### config.mk
export PLATFORM = sky130hd
export DESIGN_NAME = demux1x4_buf
export DESIGN_NICKNAME = d
export VERILOG_FILES = /design/src/rtl/demux1x4_buf.sv
export SDC_FILE = /design/constraint.sdc
export NUM_CORES = 1
export LEC_CHECK = 0
export ABC_AREA = 1
export BUFFER_PORTS_ARGS = -buffer_cell sky130_fd_sc_hd__buf_2
export CAP_MARGIN = 5
export CORE_MARGIN = 5
export CORE_UTILIZATION = 50
export DETAILED_ROUTE_END_ITERATION = 12
export HOLD_SLACK_MARGIN = 0.02
export PLACE_DENSITY_LB_ADDON = 0.12
export SKIP_LAST_GASP = 1
export SYNTH_ARGS = -nofsm -noshare
export SYNTH_HDL_FRONTEND = slang
export SYNTH_SLANG_ARGS = --single-unit
### constraint.sdc
create_clock -name clock -period 4.3 [get_ports clock]
set_clock_uncertainty 0.1 [all_clocks]
set_input_delay 0.43 -clock clock [delete_from_list [all_inputs] [get_ports clock]]
set_output_delay 0.43 -clock clock [all_outputs]
set_load 0.05 [all_outputs]
### src/rtl/demux1x4_buf.sv
// demux1x4_buf: DEPTH-entry FIFO that routes each buffered word to one of
// four consumers. Words leave strictly in acceptance order. The head entry
// is presented on all four buses, and only the port named by its select
// field sees out_valid. A stalled head blocks later words (head-of-line
// blocking is intended). The storage array has no reset. Outputs are
// forced to zero while the buffer is empty, so stale contents never show.
module demux1x4_buf #(
  parameter int DEPTH  = 2,
  parameter int DATA_W = 32
) (
  input  logic                       clock,
  input  logic                       reset_n,
  input  logic [DATA_W-1:0]          in_data,
  input  logic [1:0]                 select,
  input  logic                       in_valid,
  output logic                       in_ready,
  output logic [DATA_W-1:0]          out1,
  output logic [DATA_W-1:0]          out2,
  output logic [DATA_W-1:0]          out3,
  output logic [DATA_W-1:0]          out4,
  output logic [3:0]                 out_valid,
  input  logic [3:0]                 out_ready,
  output logic [$clog2(DEPTH):0]     count
);

  localparam int AW = (DEPTH > 1) ? $clog2(DEPTH) : 1;
  localparam int CW = $clog2(DEPTH) + 1;
  localparam logic [CW-1:0] FULL_CNT = CW'(DEPTH);

  // One-hot destination decode for a 2-bit select.
  function automatic logic [3:0] sel_onehot(input logic [1:0] s);
    logic [3:0] oh;
    oh    = 4'b0000;
    oh[s] = 1'b1;
    return oh;
  endfunction

  // Buffer storage (data path, no reset) and control state.
  logic [DATA_W-1:0] data_mem_p0 [DEPTH];
  logic [1:0]        sel_mem_p0  [DEPTH];
  logic [AW-1:0]     wr_ptr_p0;
  logic [AW-1:0]     rd_ptr_p0;
  logic [CW-1:0]     cnt_p0;

  logic              empty;
  logic              push;
  logic              pop;
  logic [1:0]        head_sel;
  logic [DATA_W-1:0] head_data;
  logic [DATA_W-1:0] out_bus;

  assign empty     = (cnt_p0 == '0);
  assign in_ready  = (cnt_p0 < FULL_CNT);
  assign head_sel  = sel_mem_p0[rd_ptr_p0];
  assign head_data = data_mem_p0[rd_ptr_p0];

  // Acceptance depends only on registered count. A pop needs a nonempty
  // buffer, so a word pushed into an empty buffer cannot leave on the same
  // edge. Ready bits of unselected ports are masked out by out_valid.
  assign push = in_valid && in_ready;
  assign pop  = |(out_valid & out_ready);

  // ---- stage p0: head presentation (registered state only) ----
  // Drive the head word on all buses and flag only its destination.
  always_comb begin
    out_valid = 4'b0000;
    out_bus   = '0;
    if (!empty) begin
      out_valid = sel_onehot(head_sel);
      out_bus   = head_data;
    end
  end

  assign out1  = out_bus;
  assign out2  = out_bus;
  assign out3  = out_bus;
  assign out4  = out_bus;
  assign count = cnt_p0;

  // Write the accepted word and its destination at the tail slot.
  always_ff @(posedge clock) begin
    if (push) begin
      data_mem_p0[wr_ptr_p0] <= in_data;
      sel_mem_p0[wr_ptr_p0]  <= select;
    end
  end

  // Pointers and occupancy. A synchronous reset drops every buffered entry
  // and overrides any push or pop on the same edge.
  always_ff @(posedge clock) begin
    if (!reset_n) begin
      wr_ptr_p0 <= '0;
      rd_ptr_p0 <= '0;
      cnt_p0    <= '0;
    end else begin
      if (push) wr_ptr_p0 <= (wr_ptr_p0 == AW'(DEPTH - 1)) ? '0 : wr_ptr_p0 + AW'(1);
      if (pop)  rd_ptr_p0 <= (rd_ptr_p0 == AW'(DEPTH - 1)) ? '0 : rd_ptr_p0 + AW'(1);
      case ({push, pop})
        2'b10:   cnt_p0 <= cnt_p0 + CW'(1);
        2'b01:   cnt_p0 <= cnt_p0 - CW'(1);
        default: cnt_p0 <= cnt_p0;
      endcase
    end
  end

endmodule

==> Flow_metrics.wiki, run 1 <==
{| class="wikitable"
! Metric !! Value
|-
| Run status || finished clean
|-
| EDFF count, synth || 68
|-
| Num ports || 176
|-
| Clock period minus worst slack || 2.60 ns
|-
| Worst Hold Class || primary input to flip-flop
|-
| Number of antenna-violating nets in the routed design || 0
|-
| Avg Synthesized Cell Area || 11.0 um2
|-
| Clk buf depth || 2
|-
| Vias per cell || 4.51
|-
| Worst hold slack || 0.182 ns
|-
| Crit path arrival time || 2.07 ns
|-
| Gate count after technology mapping || 324
|-
| Highest clock rate || 384 MHz
|-
| Initial core utilization || 51.9%
|-
| Number of hold violations in the final report || 0
|-
| Post-detailed-route wirelength per cell || 13.6 um
|-
| Number of nets in the final layout || 447
|-
| Placed Cells incl. Taps || 490
|-
| Share of async-settable or async-resettable flops after synthesis || 0%
|-
| Iteration-0 DRC Markers || 47
|-
| Worst-Margin Slew || 1.00 ns
|-
| Post-synthesis instance area || 0.00356 mm2
|-
| Final period utilization || 60.5%
|-
| Total number of clock tree sinks || 73
|-
| First-pass detailed-route iteration total || 4
|-
| Die W || 94.4 um
|-
| Total negative slack for setup checks || 0 ns
|-
| Crit end category || output port
|-
| Beginning of the worst register-to-register path || count[0]
|-
| Detailed Route WL || 6860 um
|-
| Crit path required time || 3.77 ns
|-
| Net count after synthesis || 366
|-
| Vias in the first global route || 2,153
|-
| Flop-to-flop setup slack || 1.83 ns
|-
| CTS Root Cell || clkbuf_8
|-
| Vias after detailed routing || 2,283
|-
| Area growth from synthesis to layout || 13.1%
|-
| Floorplan die height || 94.4 um
|-
| RSZ-0062 raised after global routing || no
|-
| Worst hold stages || 1
|-
| Count of input and output buffers || 175
|-
| Num CTS Buffers || 9
|-
| Primary FF master, synth || edfxtp_1
|-
| Post-CTS setup-driven buffer insertion count || 0
|-
| Number of inserted diodes || 0
|-
| TritonCTS clock tree || yes
|-
| Distinct cells, synth || 22
|-
| Crit path setup slack, layout || 1.70 ns
|-
| Worst R2R End || count[1]
|-
| GRT Overall Usage || 15.0%
|-
| Htree depth || 3
|-
| Hold Path Origin || in_data[26]
|-
| Top cells by area, synth || edfxtp_1, buf_4, nand2_1
|-
| Number of buffers added to fix hold violations after cts || 0
|-
| Setup crit start kind || flip-flop
|-
| Setup slack after placement || 1.81 ns
|-
| Detailed placement HPWL || 4910 um
|-
| Most common cell in the netlist || buf_4
|-
| Area share of the leading cell type in the synthesized netlist || 57.3%
|-
| End point of the worst hold path || data_mem_p0[0][26]
|-
| Non-filler instance count after layout || 506
|-
| Die Area || 0.00891 mm2
|-
| Most common library cells after synthesis || buf_4, nand2_1, edfxtp_1
|-
| Number of synthesized register bits || 73
|-
| Worst-skew pair later-pin latency || 0.33 ns
|-
| Type of the worst setup path || flip-flop to output port
|-
| Final setup violation count || 0
|-
| Clock edge transition at the registers on the reported setup and hold paths || 0.07 ns
|-
| Maximum number of pins on one net before global-route repair || 36
|-
| RD Place Congestion || 0.749
|-
| Count of cells resized by post-cts repair || 0
|-
| Wire length of the first global-routing pass || 10,200 um
|-
| Count of standard-cell rows || 30
|-
| Number of antenna violations at the first check in global routing || 0
|-
| Final count of pins violating max slew || 0
|-
| Share of the yosys chip area belonging to registers || 60.1%
|-
| Layout cells sized above 1 || 48.5%
|-
| Top cell type by total area after synthesis || edfxtp_1
|-
| Number of max-cap violations || 0
|-
| Worst Reg-to-Reg Cells || 11
|-
| Worst-case headroom to the max-slew limit || 32.9%
|-
| Crit-path max FO || 25
|-
| Standard cell core area || 0.00687 mm2
|-
| Synthesis Warnings || 0
|-
| GR Overflow Total || 0
|-
| Final routed DRC violation total || 0
|}
## per-layer routing
metal  wire length (um)  share of wire (%)  vias up  track usage (%)
met3                664                9.7       11             3.98
met4                125                1.8        0             7.34
li1                   -                  -     1139                -
met5                  0                  0        -                0
met2               3430                 50      110             25.8
met1               2640                 38     1023             17.3
## area by class of cell
cell class	count	area [um2]
Fill cell	601	2840
Sequential cell	73	2140
Timing Repair Buffer	176	883
Multi-Input combinational cell	135	628
Clock buffer	13	149
Tap cell	96	120
Clock inverter	3	65.1
Inverter	10	40.0
## placed cells by master, fill, tap and decap left out, drive strengths merged
master    n
buf     176
nand2    77
edfxtp   68
a21oi    35
clkbuf   13
nor2     13
inv      10
dfxtp     5
o21ai     3
nand4     2
nand3     2
bufinv    2
xor2      1
nor3      1
ha        1
clkinv    1
## cell families (layout without fill, tap and decap cells)
| group | Yosys count | count (layout) | share of synthesized area [%] |
|---|---|---|---|
| XOR/XNOR | 1 | 1 | 0.246 |
| adder cells (fa/ha/maj) | 1 | 1 | 0.351 |
| AND/OR/NAND/NOR | 95 | 95 | 11.2 |
| flip-flops | 73 | 73 | 60.1 |
| buffers and inverters | 116 | 202 | 22.7 |
| AO/OA/AOI/OAI | 38 | 38 | 5.44 |
## critical path, cell delays in order (launching register included)
cell	delay, ns
dfxtp_1	0.64
buf_4	0.38
nand2_1	0.08
a21oi_1	0.30
buf_2	0.35
## sequential cells by signal (all words and copies together) (netlist names), named ones only
register	count
count	2
rd_ptr_p0	1
sel_mem_p0	4
data_mem_p0	64
wr_ptr_p0	1
## how the worst max path moves through the flow
stage	startpoint	end	slack, ns	cells past startpoint
CTS	flip-flop	out1[27]	1.64	4
detailed placement	count[0]	count[1]	1.81	11
global route	flip-flop	out1[31]	1.47	4
global placement	count[0]	count[1]	1.88	11
floorplan	count[1]	data_mem_p0[1][0]	1.16	3
finish	flip-flop	out1[27]	1.70	4
## through the flow
stage	area [um2]	util [%]
2_1_floorplan	3560	-
5_1_grt	4030	58.6
3_5_place_dp	3810	55.5
3_3_place_gp	3810	55.5
6_report	4030	58.6
4_1_cts	4030	58.6
Power of run 1 is not shown: default switching activity piles up to over one toggle a cycle in this logic, so the estimate is an artifact.
==> run 2, diff against run 1 <==
--- a/config.mk
+++ b/config.mk
@@ -5,11 +5,11 @@
 export SDC_FILE = /design/constraint.sdc
 export NUM_CORES = 1
 export LEC_CHECK = 0
-export ABC_AREA = 1
+export ABC_AREA = 0
 export BUFFER_PORTS_ARGS = -buffer_cell sky130_fd_sc_hd__buf_2
 export CAP_MARGIN = 5
 export CORE_MARGIN = 5
-export CORE_UTILIZATION = 50
+export CORE_UTILIZATION = 46
 export DETAILED_ROUTE_END_ITERATION = 12
 export HOLD_SLACK_MARGIN = 0.02
 export PLACE_DENSITY_LB_ADDON = 0.12
==> constraint.sdc (replaced) <==
create_clock -name clock -period 2.7 [get_ports clock]
set_clock_uncertainty 0.1 [all_clocks]
set_input_delay 0.27 -clock clock [delete_from_list [all_inputs] [get_ports clock]]
set_output_delay 0.27 -clock clock [all_outputs]
set_load 0.05 [all_outputs]
==> run 2 against run 1 <==
Compared with the run above: synthesized cell count is 17% lower; critical path depth is 2 higher; critical endpoint is now count[1]; die area is 7.6% higher; wire length shrank 4.8%.
==> Flow_metrics.wiki, run 2 <==
{| class="wikitable"
! Metric !! Value
|-
| Number of antenna-violating nets in the routed design || 0
|-
| Worst-case headroom to the max-slew limit || 54.5%
|-
| Post-CTS setup-driven buffer insertion count || 0
|-
| Fillers || 647
|-
| Non-filler instance count after layout || 498
|-
| Die Area || 0.00959 mm2
|-
| RD Place Congestion || 0.698
|-
| Number of inserted diodes || 0
|-
| Distinct cells, synth || 23
|-
| Total number of clock tree sinks || 73
|-
| Count of standard-cell rows || 32
|-
| Worst Hold Class || primary input to flip-flop
|-
| Most common library cells after synthesis || buf_4, edfxtp_1, nor2_1
|-
| Layout cells sized above 1 || 52.0%
|-
| GR Overflow Total || 0
|-
| Series of cell instances along the critical path || mux2_4, mux4_2, nor2b_4, ha_1, or3_1, a21boi_0
|-
| Total negative slack for setup checks || 0 ns
|-
| Num ports || 176
|-
| Clock period minus worst slack || 2.29 ns
|-
| Crit path setup slack, layout || 0.410 ns
|-
| Detailed placement HPWL || 4570 um
|-
| Area of the multi-input gates || 672 um2
|-
| Detailed Route WL || 6530 um
|-
| Number of max-cap violations || 0
|-
| Vias in the first global route || 2,199
|-
| Initial core utilization || 46.5%
|-
| Vias after detailed routing || 2,187
|-
| Gate count after technology mapping || 269
|-
| Area growth from synthesis to layout || 24.1%
|-
| Final setup violation count || 0
|-
| Count of cells resized by post-cts repair || 0
|-
| Cell with the biggest individual delay on the critical path || mux4_2
|-
| Top cells by area, synth || edfxtp_1, buf_4, mux2i_1
|-
| Number of buffers added to fix hold violations after cts || 33
|-
| Clk buf depth || 2
|-
| Post-synthesis instance area || 0.00356 mm2
|-
| Floorplan die height || 97.9 um
|-
| Clock edge transition at the registers on the reported setup and hold paths || 0.07 ns
|-
| Worst-Margin Slew || 0.681 ns
|-
| Wire length of the first global-routing pass || 10,100 um
|-
| Final count of pins violating max slew || 0
|-
| Top library cells by usage in the layout, fill and taps aside || buf_2, edfxtp_1, nor2_1
|-
| Flip-flop count of the largest register after layout || 64
|-
| Maximum number of pins on one net before global-route repair || 35
|-
| Setup slack after placement || 0.426 ns
|-
| Layout Cell Area excl Fill || 0.00441 mm2
|-
| Reg with most FFs || data_mem_p0
|-
| Vias per cell || 4.39
|-
| Placed Cells incl. Taps || 450
|-
| Htree depth || 3
|-
| Delay of the slowest critical-path stage || 0.43 ns
|-
| TritonCTS clock tree || yes
|-
| CTS Root Cell || clkbuf_8
|-
| Top cell type by total area after synthesis || edfxtp_1
|-
| Final routed DRC violation total || 0
|-
| Net count after synthesis || 311
|-
| Primary FF master, synth || edfxtp_1
|-
| Highest clock rate || 437 MHz
|-
| Number of synthesized register bits || 73
|-
| Crit path arrival time || 2.45 ns
|-
| Most common cell in the netlist || buf_4
|-
| Crit path required time || 2.86 ns
|-
| Iteration-0 DRC Markers || 47
|-
| Number of hold violations in the final report || 0
|-
| Final period utilization || 84.8%
|-
| Placed instance area || 0.00387 mm2
|-
| Worst-skew pair later-pin latency || 0.33 ns
|-
| Crit-path max FO || 4
|-
| Number of antenna violations at the first check in global routing || 0
|-
| Share of the yosys chip area belonging to registers || 60.2%
|-
| Crit end category || flip-flop
|-
| Post-detailed-route wirelength per cell || 13.1 um
|-
| Count of input and output buffers || 175
|-
| GRT Overall Usage || 13.2%
|-
| First-pass detailed-route iteration total || 4
|-
| Run status || finished clean
|-
| Synthesis Warnings || 0
|-
| Die W || 97.9 um
|-
| Sequential Area || 0.00214 mm2
|-
| Avg Synthesized Cell Area || 13.2 um2
|-
| Num CTS Buffers || 9
|-
| Share of async-settable or async-resettable flops after synthesis || 0%
|-
| Standard cell core area || 0.00765 mm2
|-
| EDFF count, synth || 68
|-
| Area share of the leading cell type in the synthesized netlist || 57.4%
|-
| Setup crit start kind || flip-flop
|-
| Type of the worst setup path || flip-flop to flip-flop
|-
| Most common cell after layout, fill and taps aside || buf_2
|-
| Number of nets in the final layout || 434
|-
| RSZ-0062 raised after global routing || no
|}
[run 2: cell count changes after synthesis, moves of 7 or more]
cell	previous run	this run
mux2i_1	0	35
inv_1	8	1
nand2_1	75	2
nor2_1	10	38
a21oi_1	35	0
[run 2: cell type report]
cell class	count	area share, %
inverter	1	0.0851
sequential	73	48.6
clock inverter	6	1.90
timing repair buffer	215	28.5
multi-input combinational	92	15.2
tap	102	2.89
clock buffer	9	2.81
[run 2: per-stage QoR]
step	hold slack [ns]	util (%)
floorplan	0.269	-
global placement	0.358	50.7
detailed placement	0.361	50.7
CTS	0.0291	57.7
global route	0.0343	57.7
finish	0.0476	57.7
[run 2: worst max-delay path, delay by kind of cell (launching register included)]
family                   cells  cell delay [ns]
flip-flops                   1             0.37
AND/OR/NAND/NOR              2             0.51
adder cells (fa/ha/maj)      1             0.32
AO/OA/AOI/OAI                1             0.17
multiplexers                 2             0.75
[run 2: layer usage]
metal	up-vias	global-route usage, %	share of wire [%]	routed length [um]
met5	-	0	0	0
met4	0	5.43	0.93	61
met3	7	4.07	8.4	552
met2	89	24.3	55	3570
met1	1016	13.7	36	2350
li1	1075	-	-	-
[run 2: kinds of logic (layout without fill, tap and decap cells)]
group	after synthesis	count (layout)	synth area share [%]
adders and majority gates	1	1	0.352
xor gates and xnor gates	2	2	0.493
muxes	38	38	11.2
buffers and inverters	104	231	21.3
and+or+nand+nor	47	47	5.67
DFF	73	73	60.2
AOI/OAI and AO/OA	4	4	0.704
[run 2: worst paths after layout]
kind         slack (ns)                 end   startpoint  depth (start not counted)
max                0.41            count[1]    flip-flop                          6
min                0.05  data_mem_p0[1][15]  in_data[15]                          1
max reg2reg        0.41            count[1]    flip-flop                          6
min reg2reg        0.38           flip-flop    rd_ptr_p0                          2
Power of run 2 is left out for the same reason.
